### src/rtl/alu_share_arbiter_pkg.sv
// Shared types for the ALU sharing arbiter: ALU op codes, response slot states and default widths.
package alu_arb_pkg;

  localparam int ALU_DATA_W = 32;
  localparam int ALU_OP_W   = 4;

  // Ops 0-8 produce a data result; ops 9-12 produce a branch decision.
  typedef enum logic [3:0] {
    ADD = 4'd0,
    SUB = 4'd1,
    SLL = 4'd2,
    SRL = 4'd3,
    SRA = 4'd4,
    XOR = 4'd5,
    OR  = 4'd6,
    AND = 4'd7,
    LT  = 4'd8,
    BEQ = 4'd9,
    BNE = 4'd10,
    BLT = 4'd11,
    BGE = 4'd12,
    NOP = 4'd15
  } alu_op_e;

  typedef enum logic {
    EMPTY = 1'b0,
    FULL  = 1'b1
  } slot_state_e;

endpackage

### src/rtl/alu_share_arbiter_if.sv
// Bundle of the two requester channels, the ALU drive/return signals, the response slot and debug state.
interface alu_share_arbiter_if
  import alu_arb_pkg::*;
#(
  parameter int DATA_W = ALU_DATA_W,
  parameter int OP_W   = ALU_OP_W
);

  // Handshake rule for req0, req1 and rsp: a beat moves on a cycle where valid && ready;
  // valid never depends on ready, and the payload stays stable while valid waits for ready.
  logic              req0_valid;
  logic              req0_ready;
  logic [OP_W-1:0]   req0_op;
  logic [DATA_W-1:0] req0_a;
  logic [DATA_W-1:0] req0_b;

  logic              req1_valid;
  logic              req1_ready;
  logic [OP_W-1:0]   req1_op;
  logic [DATA_W-1:0] req1_a;
  logic [DATA_W-1:0] req1_b;

  logic [OP_W-1:0]   alu_op;
  logic [DATA_W-1:0] alu_a;
  logic [DATA_W-1:0] alu_b;
  logic [DATA_W-1:0] alu_result;
  logic              alu_branch;

  logic              rsp_valid;
  logic              rsp_ready;
  logic              rsp_id;
  logic [DATA_W-1:0] rsp_data;
  logic              rsp_branch;

  slot_state_e       slot_state;
  logic              prio;

  modport slave (
    input  req0_valid, req0_op, req0_a, req0_b,
    input  req1_valid, req1_op, req1_a, req1_b,
    input  alu_result, alu_branch, rsp_ready,
    output req0_ready, req1_ready,
    output alu_op, alu_a, alu_b,
    output rsp_valid, rsp_id, rsp_data, rsp_branch,
    output slot_state, prio
  );

  modport master (
    output req0_valid, req0_op, req0_a, req0_b,
    output req1_valid, req1_op, req1_a, req1_b,
    output alu_result, alu_branch, rsp_ready,
    input  req0_ready, req1_ready,
    input  alu_op, alu_a, alu_b,
    input  rsp_valid, rsp_id, rsp_data, rsp_branch,
    input  slot_state, prio
  );

endinterface

### src/rtl/alu_share_arbiter_arb.sv
// Two-way grant logic; round-robin when ALU_ARB_RR_EN is defined, otherwise fixed priority to requester 0.
module alu_rr_arb2 (
  input  logic       valid0,
  input  logic       valid1,
  input  logic       en,
  input  logic       prio,
  output logic [1:0] grant,
  output logic       prio_next
);

`ifdef ALU_ARB_RR_EN
  always_comb begin
    grant     = 2'b00;
    prio_next = prio;
    if (valid0 && valid1) begin
      grant = prio ? 2'b10 : 2'b01;
    end else if (valid0) begin
      grant = 2'b01;
    end else if (valid1) begin
      grant = 2'b10;
    end
    // Priority moves to the loser only when a grant actually turns into a transfer.
    if (en && grant[0]) begin
      prio_next = 1'b1;
    end else if (en && grant[1]) begin
      prio_next = 1'b0;
    end
  end
`else
  logic unused_fixed;

  assign grant        = valid0 ? 2'b01 : (valid1 ? 2'b10 : 2'b00);
  assign prio_next    = 1'b0;
  assign unused_fixed = ^{en, prio};
`endif

endmodule

### src/rtl/alu_share_arbiter.sv
// Shares one external ALU between two requesters and registers its output into a one-entry response slot.
// Build option: define ALU_ARB_RR_EN for round-robin arbitration; default is fixed priority to requester 0.
module alu_share_arbiter
  import alu_arb_pkg::*;
#(
  parameter int DATA_W = ALU_DATA_W,
  parameter int OP_W   = ALU_OP_W
) (
  input logic                clk,
  input logic                reset,
  alu_share_arbiter_if.slave bus
);

  slot_state_e       state_q;
  slot_state_e       state_d;
  logic [DATA_W-1:0] rsp_data_q;
  logic              rsp_branch_q;
  logic              rsp_id_q;
  logic              prio_q;
  logic [1:0]        grant;
  logic              accept_en;
  logic              transfer;

  // Reset blocks acceptance so no ready leaks out while the block is being cleared.
  assign accept_en = !reset && ((state_q == EMPTY) || bus.rsp_ready);
  assign transfer  = accept_en && (grant != 2'b00);

`ifdef ALU_ARB_RR_EN
  logic prio_d;

  alu_rr_arb2 u_arb (
    .valid0    (bus.req0_valid),
    .valid1    (bus.req1_valid),
    .en        (accept_en),
    .prio      (prio_q),
    .grant     (grant),
    .prio_next (prio_d)
  );

  always_ff @(posedge clk) begin
    if (reset) begin
      prio_q <= 1'b0;
    end else begin
      prio_q <= prio_d;
    end
  end
`else
  alu_rr_arb2 u_arb (
    .valid0    (bus.req0_valid),
    .valid1    (bus.req1_valid),
    .en        (accept_en),
    .prio      (prio_q),
    .grant     (grant),
    .prio_next ()
  );

  assign prio_q = 1'b0;
`endif

  assign bus.req0_ready = accept_en && grant[0];
  assign bus.req1_ready = accept_en && grant[1];

  always_comb begin
    bus.alu_op = OP_W'(NOP);
    bus.alu_a  = '0;
    bus.alu_b  = '0;
    if (accept_en && grant[0]) begin
      bus.alu_op = bus.req0_op;
      bus.alu_a  = bus.req0_a;
      bus.alu_b  = bus.req0_b;
    end else if (accept_en && grant[1]) begin
      bus.alu_op = bus.req1_op;
      bus.alu_a  = bus.req1_a;
      bus.alu_b  = bus.req1_b;
    end
  end

  // A new transfer refills the slot even while it drains, so FULL persists at full throughput.
  always_comb begin
    state_d = state_q;
    if (transfer) begin
      state_d = FULL;
    end else if ((state_q == FULL) && bus.rsp_ready) begin
      state_d = EMPTY;
    end
  end

  always_ff @(posedge clk) begin
    if (reset) begin
      state_q      <= EMPTY;
      rsp_data_q   <= '0;
      rsp_branch_q <= 1'b0;
      rsp_id_q     <= 1'b0;
    end else begin
      state_q <= state_d;
      if (transfer) begin
        rsp_data_q   <= bus.alu_result;
        rsp_branch_q <= bus.alu_branch;
        rsp_id_q     <= grant[1];
      end
    end
  end

  assign bus.rsp_valid  = (state_q == FULL);
  assign bus.rsp_data   = rsp_data_q;
  assign bus.rsp_branch = rsp_branch_q;
  assign bus.rsp_id     = rsp_id_q;
  assign bus.slot_state = state_q;
  assign bus.prio       = prio_q;

endmodule
### src/flat_wrapper.sv
// flat-port wrapper written by rule: the top's interface ports become plain ports
module alu_share_arbiter_flat import alu_arb_pkg::*;
#(
  parameter int DATA_W = ALU_DATA_W,
  parameter int OP_W   = ALU_OP_W
)
  (clk, reset, bus_req0_valid, bus_req0_op, bus_req0_a, bus_req0_b, bus_req1_valid, bus_req1_op, bus_req1_a, bus_req1_b, bus_alu_result, bus_alu_branch, bus_rsp_ready, bus_req0_ready, bus_req1_ready, bus_alu_op, bus_alu_a, bus_alu_b, bus_rsp_valid, bus_rsp_id, bus_rsp_data, bus_rsp_branch, bus_slot_state, bus_prio);
  alu_share_arbiter_if #(.DATA_W(DATA_W), .OP_W(OP_W)) bus_i ();
  input logic clk;
  input logic reset;
  input wire logic [$bits(bus_i.req0_valid)-1:0] bus_req0_valid;
  input wire logic [$bits(bus_i.req0_op)-1:0] bus_req0_op;
  input wire logic [$bits(bus_i.req0_a)-1:0] bus_req0_a;
  input wire logic [$bits(bus_i.req0_b)-1:0] bus_req0_b;
  input wire logic [$bits(bus_i.req1_valid)-1:0] bus_req1_valid;
  input wire logic [$bits(bus_i.req1_op)-1:0] bus_req1_op;
  input wire logic [$bits(bus_i.req1_a)-1:0] bus_req1_a;
  input wire logic [$bits(bus_i.req1_b)-1:0] bus_req1_b;
  input wire logic [$bits(bus_i.alu_result)-1:0] bus_alu_result;
  input wire logic [$bits(bus_i.alu_branch)-1:0] bus_alu_branch;
  input wire logic [$bits(bus_i.rsp_ready)-1:0] bus_rsp_ready;
  output wire logic [$bits(bus_i.req0_ready)-1:0] bus_req0_ready;
  output wire logic [$bits(bus_i.req1_ready)-1:0] bus_req1_ready;
  output wire logic [$bits(bus_i.alu_op)-1:0] bus_alu_op;
  output wire logic [$bits(bus_i.alu_a)-1:0] bus_alu_a;
  output wire logic [$bits(bus_i.alu_b)-1:0] bus_alu_b;
  output wire logic [$bits(bus_i.rsp_valid)-1:0] bus_rsp_valid;
  output wire logic [$bits(bus_i.rsp_id)-1:0] bus_rsp_id;
  output wire logic [$bits(bus_i.rsp_data)-1:0] bus_rsp_data;
  output wire logic [$bits(bus_i.rsp_branch)-1:0] bus_rsp_branch;
  output wire logic [$bits(bus_i.slot_state)-1:0] bus_slot_state;
  output wire logic [$bits(bus_i.prio)-1:0] bus_prio;
  assign bus_i.req0_valid = bus_req0_valid;
  assign bus_i.req0_op = bus_req0_op;
  assign bus_i.req0_a = bus_req0_a;
  assign bus_i.req0_b = bus_req0_b;
  assign bus_i.req1_valid = bus_req1_valid;
  assign bus_i.req1_op = bus_req1_op;
  assign bus_i.req1_a = bus_req1_a;
  assign bus_i.req1_b = bus_req1_b;
  assign bus_i.alu_result = bus_alu_result;
  assign bus_i.alu_branch = bus_alu_branch;
  assign bus_i.rsp_ready = bus_rsp_ready;
  assign bus_req0_ready = bus_i.req0_ready;
  assign bus_req1_ready = bus_i.req1_ready;
  assign bus_alu_op = bus_i.alu_op;
  assign bus_alu_a = bus_i.alu_a;
  assign bus_alu_b = bus_i.alu_b;
  assign bus_rsp_valid = bus_i.rsp_valid;
  assign bus_rsp_id = bus_i.rsp_id;
  assign bus_rsp_data = bus_i.rsp_data;
  assign bus_rsp_branch = bus_i.rsp_branch;
  assign bus_slot_state = bus_i.slot_state;
  assign bus_prio = bus_i.prio;
  alu_share_arbiter #(.DATA_W(DATA_W), .OP_W(OP_W)) u_core (.clk(clk), .reset(reset), .bus(bus_i));
endmodule
### config.mk
export PLATFORM = sky130hd
export DESIGN_NAME = alu_share_arbiter_flat
export DESIGN_NICKNAME = d
export VERILOG_FILES = /design/src/rtl/alu_share_arbiter_pkg.sv /design/src/rtl/alu_share_arbiter_if.sv /design/src/rtl/alu_share_arbiter_arb.sv /design/src/rtl/alu_share_arbiter.sv /design/src/flat_wrapper.sv
export SDC_FILE = /design/constraint.sdc
export NUM_CORES = 1
export LEC_CHECK = 0
export CAP_MARGIN = 30
export CORE_AREA = 2 2 110 112
export CTS_CLUSTER_DIAMETER = 50
export DETAILED_ROUTE_END_ITERATION = 7
export DIE_AREA = 0 0 112 114
export HOLD_SLACK_MARGIN = 0.06
export SYNTH_ARGS = -nofsm -noshare
export SYNTH_HDL_FRONTEND = slang
export SYNTH_SLANG_ARGS = --single-unit
export TNS_END_PERCENT = 50
### constraint.sdc
create_clock -name clk -period 2 [get_ports clk]
set_clock_uncertainty 0.15 [all_clocks]
set_input_delay 0.3 -clock clk [delete_from_list [all_inputs] [get_ports clk]]
set_output_delay 0.3 -clock clk [all_outputs]
set_load 0.005 [all_outputs]
**Word-level counts from Yosys, hierarchy flattened**

Cells that the tools add are included.
Widths: inputs -> output; s select.

- Bits in registers: 35
- Latch bits: 0
- Memory bits (writable): 0
- ROM bits: 0
- Logic and storage cells: 24
- Memories: 0

- $add $sub $neg: 0
- $mul: 0
- Divide/modulo/power cells: 0
- Order comparisons: 0
- Eq/ne operators: 0
- Shift operators: 0
- Mux-type cells: 10
- Bitwise logic cells: 1
- Reduce and logical (&&, ||, !) cells: 9

Operator list:

| cell | number |
|---|---|
| $mux 32 | 4 |
| $mux 4 | 2 |
| $logic_and 1x1->1 | 5 |
| $mux 2 | 2 |
| $reduce_bool 2->1 | 2 |
| $mux 1 | 2 |
| $logic_not 1->1 | 1 |
| $logic_or 1x1->1 | 1 |
| $not 1->1 | 1 |

**Longest topological paths before layout**

Gate-level depths: netlist (run 1).

- Depth in word-level cells: 6
- Gate-level depth with buffers: 7
- Gate-level depth less buffers: 4

**By module**

A second synthesis (run 1) with hierarchy kept.

- Cells, all modules: 255
- Area, all modules: 2270.9 µm²

Modules (own cells, without submodules):

| module | instances | cells each | area an instance (µm²) |
|---|---|---|---|
| alu_share_arbiter | 1 | 251 | 2238.4 |
| alu_rr_arb2 | 1 | 4 | 32.5 |

**Worst setup path before layout (run 1)**

Ideal clock, no wire load.

- Kind: register to output
- Start point: reg u_core.state_q (netlist: u_core.bus.rsp_valid)
- End point: out bus_alu_a[0]
- Arrival time: 1176 ps
- Setup slack: 374 ps
- Stages on the path, launching flop included: 8
- Path buffers: 3
- Cells stage by stage: dfxtp_1 -> nand2b_4 -> buf_6 -> nand2_4 -> inv_2 -> buf_6 -> buf_6 -> a22o_1

- Word-level cells in the longest chain between the ends: 6

RTL lines:

| what | line | text |
|---|---|---|
| start: declaration | alu_share_arbiter.sv:14 | `slot_state_e state_q;` |
| start signal: assignment | alu_share_arbiter.sv:95 | `state_q <= state_d;` |
| $not 1->1 (*) | alu_share_arbiter.sv:25 | `assign accept_en = !reset && ((state_q == EMPTY) \|\| bus.rsp_ready);` |
| $logic_or 1x1->1 (*) | alu_share_arbiter.sv:25 |  |
| $logic_and 1x1->1 (*) | alu_share_arbiter.sv:25 |  |
| $logic_and 1x1->1 | alu_share_arbiter.sv:71 | `end else if (accept_en && grant[1]) begin` |
| $mux 32 | alu_share_arbiter.sv:71 |  |
| $mux 32 (*) | alu_share_arbiter.sv:67 | `if (accept_en && grant[0]) begin` |
| end: declaration | flat_wrapper.sv:25 | `output wire logic [$bits(bus_i.alu_a)-1:0] bus_alu_a;` |

Mark *: on every way between the ends. The rest lies on a longest branch, timed or not.

**Worst setup path after layout (run 1)**

- Start point: reg u_core.state_q (netlist: u_core.bus.rsp_valid)
- End point: out bus_alu_a[10]

Same word-level chain as after synthesis.

==> flow_summary_export.csv, run 1 <==
group,metric,value,unit
critical_path,worstSetupPathType,"flip-flop to output port",
run_status,status,"finished with violations",
placed_design,routabilityCongestion,1.06,
pwr,intPower,1810,uW
pwr,vdd_drop_max,452,uV
critical_path,cpMaxStageDelayCell,"dfxtp_2",
clock_tree,cts_max_level,2,
synth,yosysWarnings,0,
placed_design,io_buffers,279,
cells_and_area,seqCellArea,702,um^2
floorplan,die_x,112,um
critical_path,required,1.55,ns
route,wl_per_cell,19.7,um
run_status,violations,"setup timing",
synth,syn_nets,423,
critical_path,max_stage_delay,0.34,ns
cells_and_area,syn_to_final_growth,138,%
pwr,combPwrFrac,37.8,%
critical_path,cp_cell_sequence,"nand2b_4 > nand3_4 > inv_6 > buf_12 > buf_12 > buf_16 > a22o_1 > clkbuf_2",
clock_tree,cts_hold_buffers,0,
critical_path,arrival,1.55,ns
cells_and_area,layout_commonest_cell,"clkdlybuf4s50_1",
grt,grt_overflow,0,
cells_and_area,drive_gt1_share,19.4,%
timing,finalCritPeriodShare,100,%
grt,grt_pass1_wl,18.9,mm
route,drtIter0Drc,134,
floorplan,start_util,18.8,%
floorplan,fp.coreArea,0.0117,mm^2
clock_tree,clock_latency,0.27,ns
pwr,swShare,25.2,%
route,viasPerCell,4.69,
critical_path,setup.worst_path.start_class,"flip-flop",
timing,setup_ws,-0.00152,ns
route,ant_nets,0,
route,vias,3180,
clock_tree,clk_pin_slew,0.05,ns
route,drt-pass1-iter-count,4,
synth,syn_area,0.00220,mm^2
synth,ys_seq_area_share,31.9,%
floorplan,io-pin-count,281,
grt,grt_use_total,19.2,%
timing,rsz0062_at_grt,"yes",
synth,ys_ff_latch,35,
clock_tree,cts_sinks,35,
cells_and_area,finalNetCount,703,
route,wirelength,13.4,mm
grt,antenna_found_initial,1,
placed_design,dp_hpwl,10.5,mm
flow_run,drv_cap,0,
cells_and_area,final_cell_mix,"clkdlybuf4s50_1 (205), a22o_1 (64), a21oi_1 (34), dfxtp_1 (34)",
critical_path,crit_fanout,6,
cells_and_area,multiInputGateArea,0.00128,mm^2
pwr,seq_power_share,31.7,%
timing,setup_viol,1,
critical_path,cpMostUsedCell,"buf_12",
placed_design,placed_cell_area,0.00511,mm^2
grt,grt_max_degree,50,
cells_and_area,final_util,44.7,%
route,drcViolationCount,0,
floorplan,placementRows,40,
critical_path,crit_family,"buffers and inverters",
cells_and_area,finalInstanceArea,0.00523,mm^2
pwr,switching_power,612,uW
clock_tree,cts-root-buf,"clkbuf_16",
timing,max_freq,0.500,GHz
floorplan,dieArea,0.0128,mm^2
clock_tree,cts_max_path_buffers,2,
timing,final_max_slew_viol_count,0,
critical_path,cp-end-kind,"output port",
floorplan,die_h,114,um
clock_tree,cts_buffers,5,
clock_tree,cts_tree,"done",
synth,synthCells,249,
timing,finalCriticalPeriod,2.00,ns
cells_and_area,fillers,1172,
timing,hold_viol_final,0,
timing,hold-worst-slack,0.324,ns
pwr,powerDensity,464,mW/mm^2
pwr,p_clk_share,30.5,%
pwr,power.total,2430,uW
grt,first_global_vias,3233,
synth,synth_cell_type_count,22,
pwr,p_leak,0.00217,uW
min_path,hold_class,"flip-flop to flip-flop",
critical_path,critPathBufInv,5,
synth,synth.avg_cell_area,8.83,um^2
-- logic make-up (layout without fill, tap and decap cells) --
group,Yosys count,in the layout,synth area share [%]
flip-flops,35,35,31.9
buffers and inverters,37,318,11.0
other,1,2,0.171
AND/OR/NAND/NOR,40,40,14.2
AO/OA/AOI/OAI,136,136,42.7
-- cell usage after synthesis --
cell type | count | area share (%)
a22o_1 | 64 | 25
dfxtp_1 | 35 | 32
a21oi_1 | 34 | 7.7
nand3b_1 | 33 | 11
o21ai_0 | 29 | 6.6
clkbuf_1 | 15 | 2.6
buf_6 | 12 | 6.1
buf_2 | 5 | 1.1
o21ai_1 | 4 | 0.91
o22a_1 | 4 | 1.6
buf_4 | 2 | 0.68
inv_2 | 2 | 0.34
a31o_2 | 1 | 0.40
and2b_1 | 1 | 0.34
conb_1 | 1 | 0.17
inv_1 | 1 | 0.17
nand2_4 | 1 | 0.51
nand2b_4 | 1 | 0.63
nand3_2 | 1 | 0.46
nor2_2 | 1 | 0.28
nor2b_1 | 1 | 0.28
nor2b_2 | 1 | 0.40
-- per-layer routing --
metal  wire, um  GRT usage [%]  part of all wire [%]
met2       6820           35.6                    51
met4        425           6.59                   3.2
met5          0              0                     0
met1       4930           20.5                    37
met3       1180           6.48                   8.8
-- stage by stage --
step                setup WS (ns)  instances   TNS, ns
global route              -0.0429        678    -0.456
finish                   -0.00152        678  -0.00152
detailed placement         -0.621        656    -38.69
CTS                       -0.0859        678     -1.60
floorplan                   0.374        249         0
global placement           -0.610        656    -37.54
-- power by group through the flow --
stage | clock, uW | combinational [uW] | sequential (uW)
3_5_place_dp | 0 | 937 | 784
4_1_cts | 762 | 940 | 770
2_1_floorplan | 0 | 265 | 787
6_report | 740 | 918 | 769
5_1_grt | 801 | 978 | 774
3_3_place_gp | 0 | 931 | 782
-- what timing repair did --
item,in CTS,in global routing
gates cloned,5,1
buffers inserted,9,0
setup endpoints to repair,70,50
resized for setup,216,30
pin swaps,3,3
-- layout make-up --
type / count / share of cell area, %
inverters: 3 / 0.455
well taps: 147 / 3.52
clock inverters: 1 / 0.0957
flip-flops and latches: 35 / 13.4
clock buffers: 7 / 2.54
diodes: 1 / 0.0478
repair buffers: 307 / 55.5
multi-input cells: 177 / 24.5
-- flip-flops by register name, summed over array words and instances (netlist names) --
register,flops
u_core.bus.rsp_branch,1
u_core.bus.rsp_data,32
u_core.bus.rsp_id,1
u_core.bus.rsp_valid,1
-- worst paths after layout --
check	slack (ns)	startpoint	cells after the start	endpoint
max	-0.002	u_core.bus.rsp_valid	8	bus_alu_a[10]
min reg2reg	0.32	u_core.bus.rsp_data[21]	2	u_core.bus.rsp_data[21]
max reg2reg	0.58	u_core.bus.rsp_valid	5	u_core.bus.rsp_data[0]
min	0.32	u_core.bus.rsp_data[21]	2	u_core.bus.rsp_data[21]
-- tightest hold or removal path, cell delays in order (launching register included) --
cell and delay [ns]:
dfxtp_1 0.30, o21ai_0 0.06, a21oi_1 0.06
(Power assumes the default switching activity.)
==> run 2, diff against run 1 <==
- CTS_CLUSTER_DIAMETER: 50 -> 100
==> results of run 2 <==
No change in the layout: final DEF, timing and power equal those of run 1.
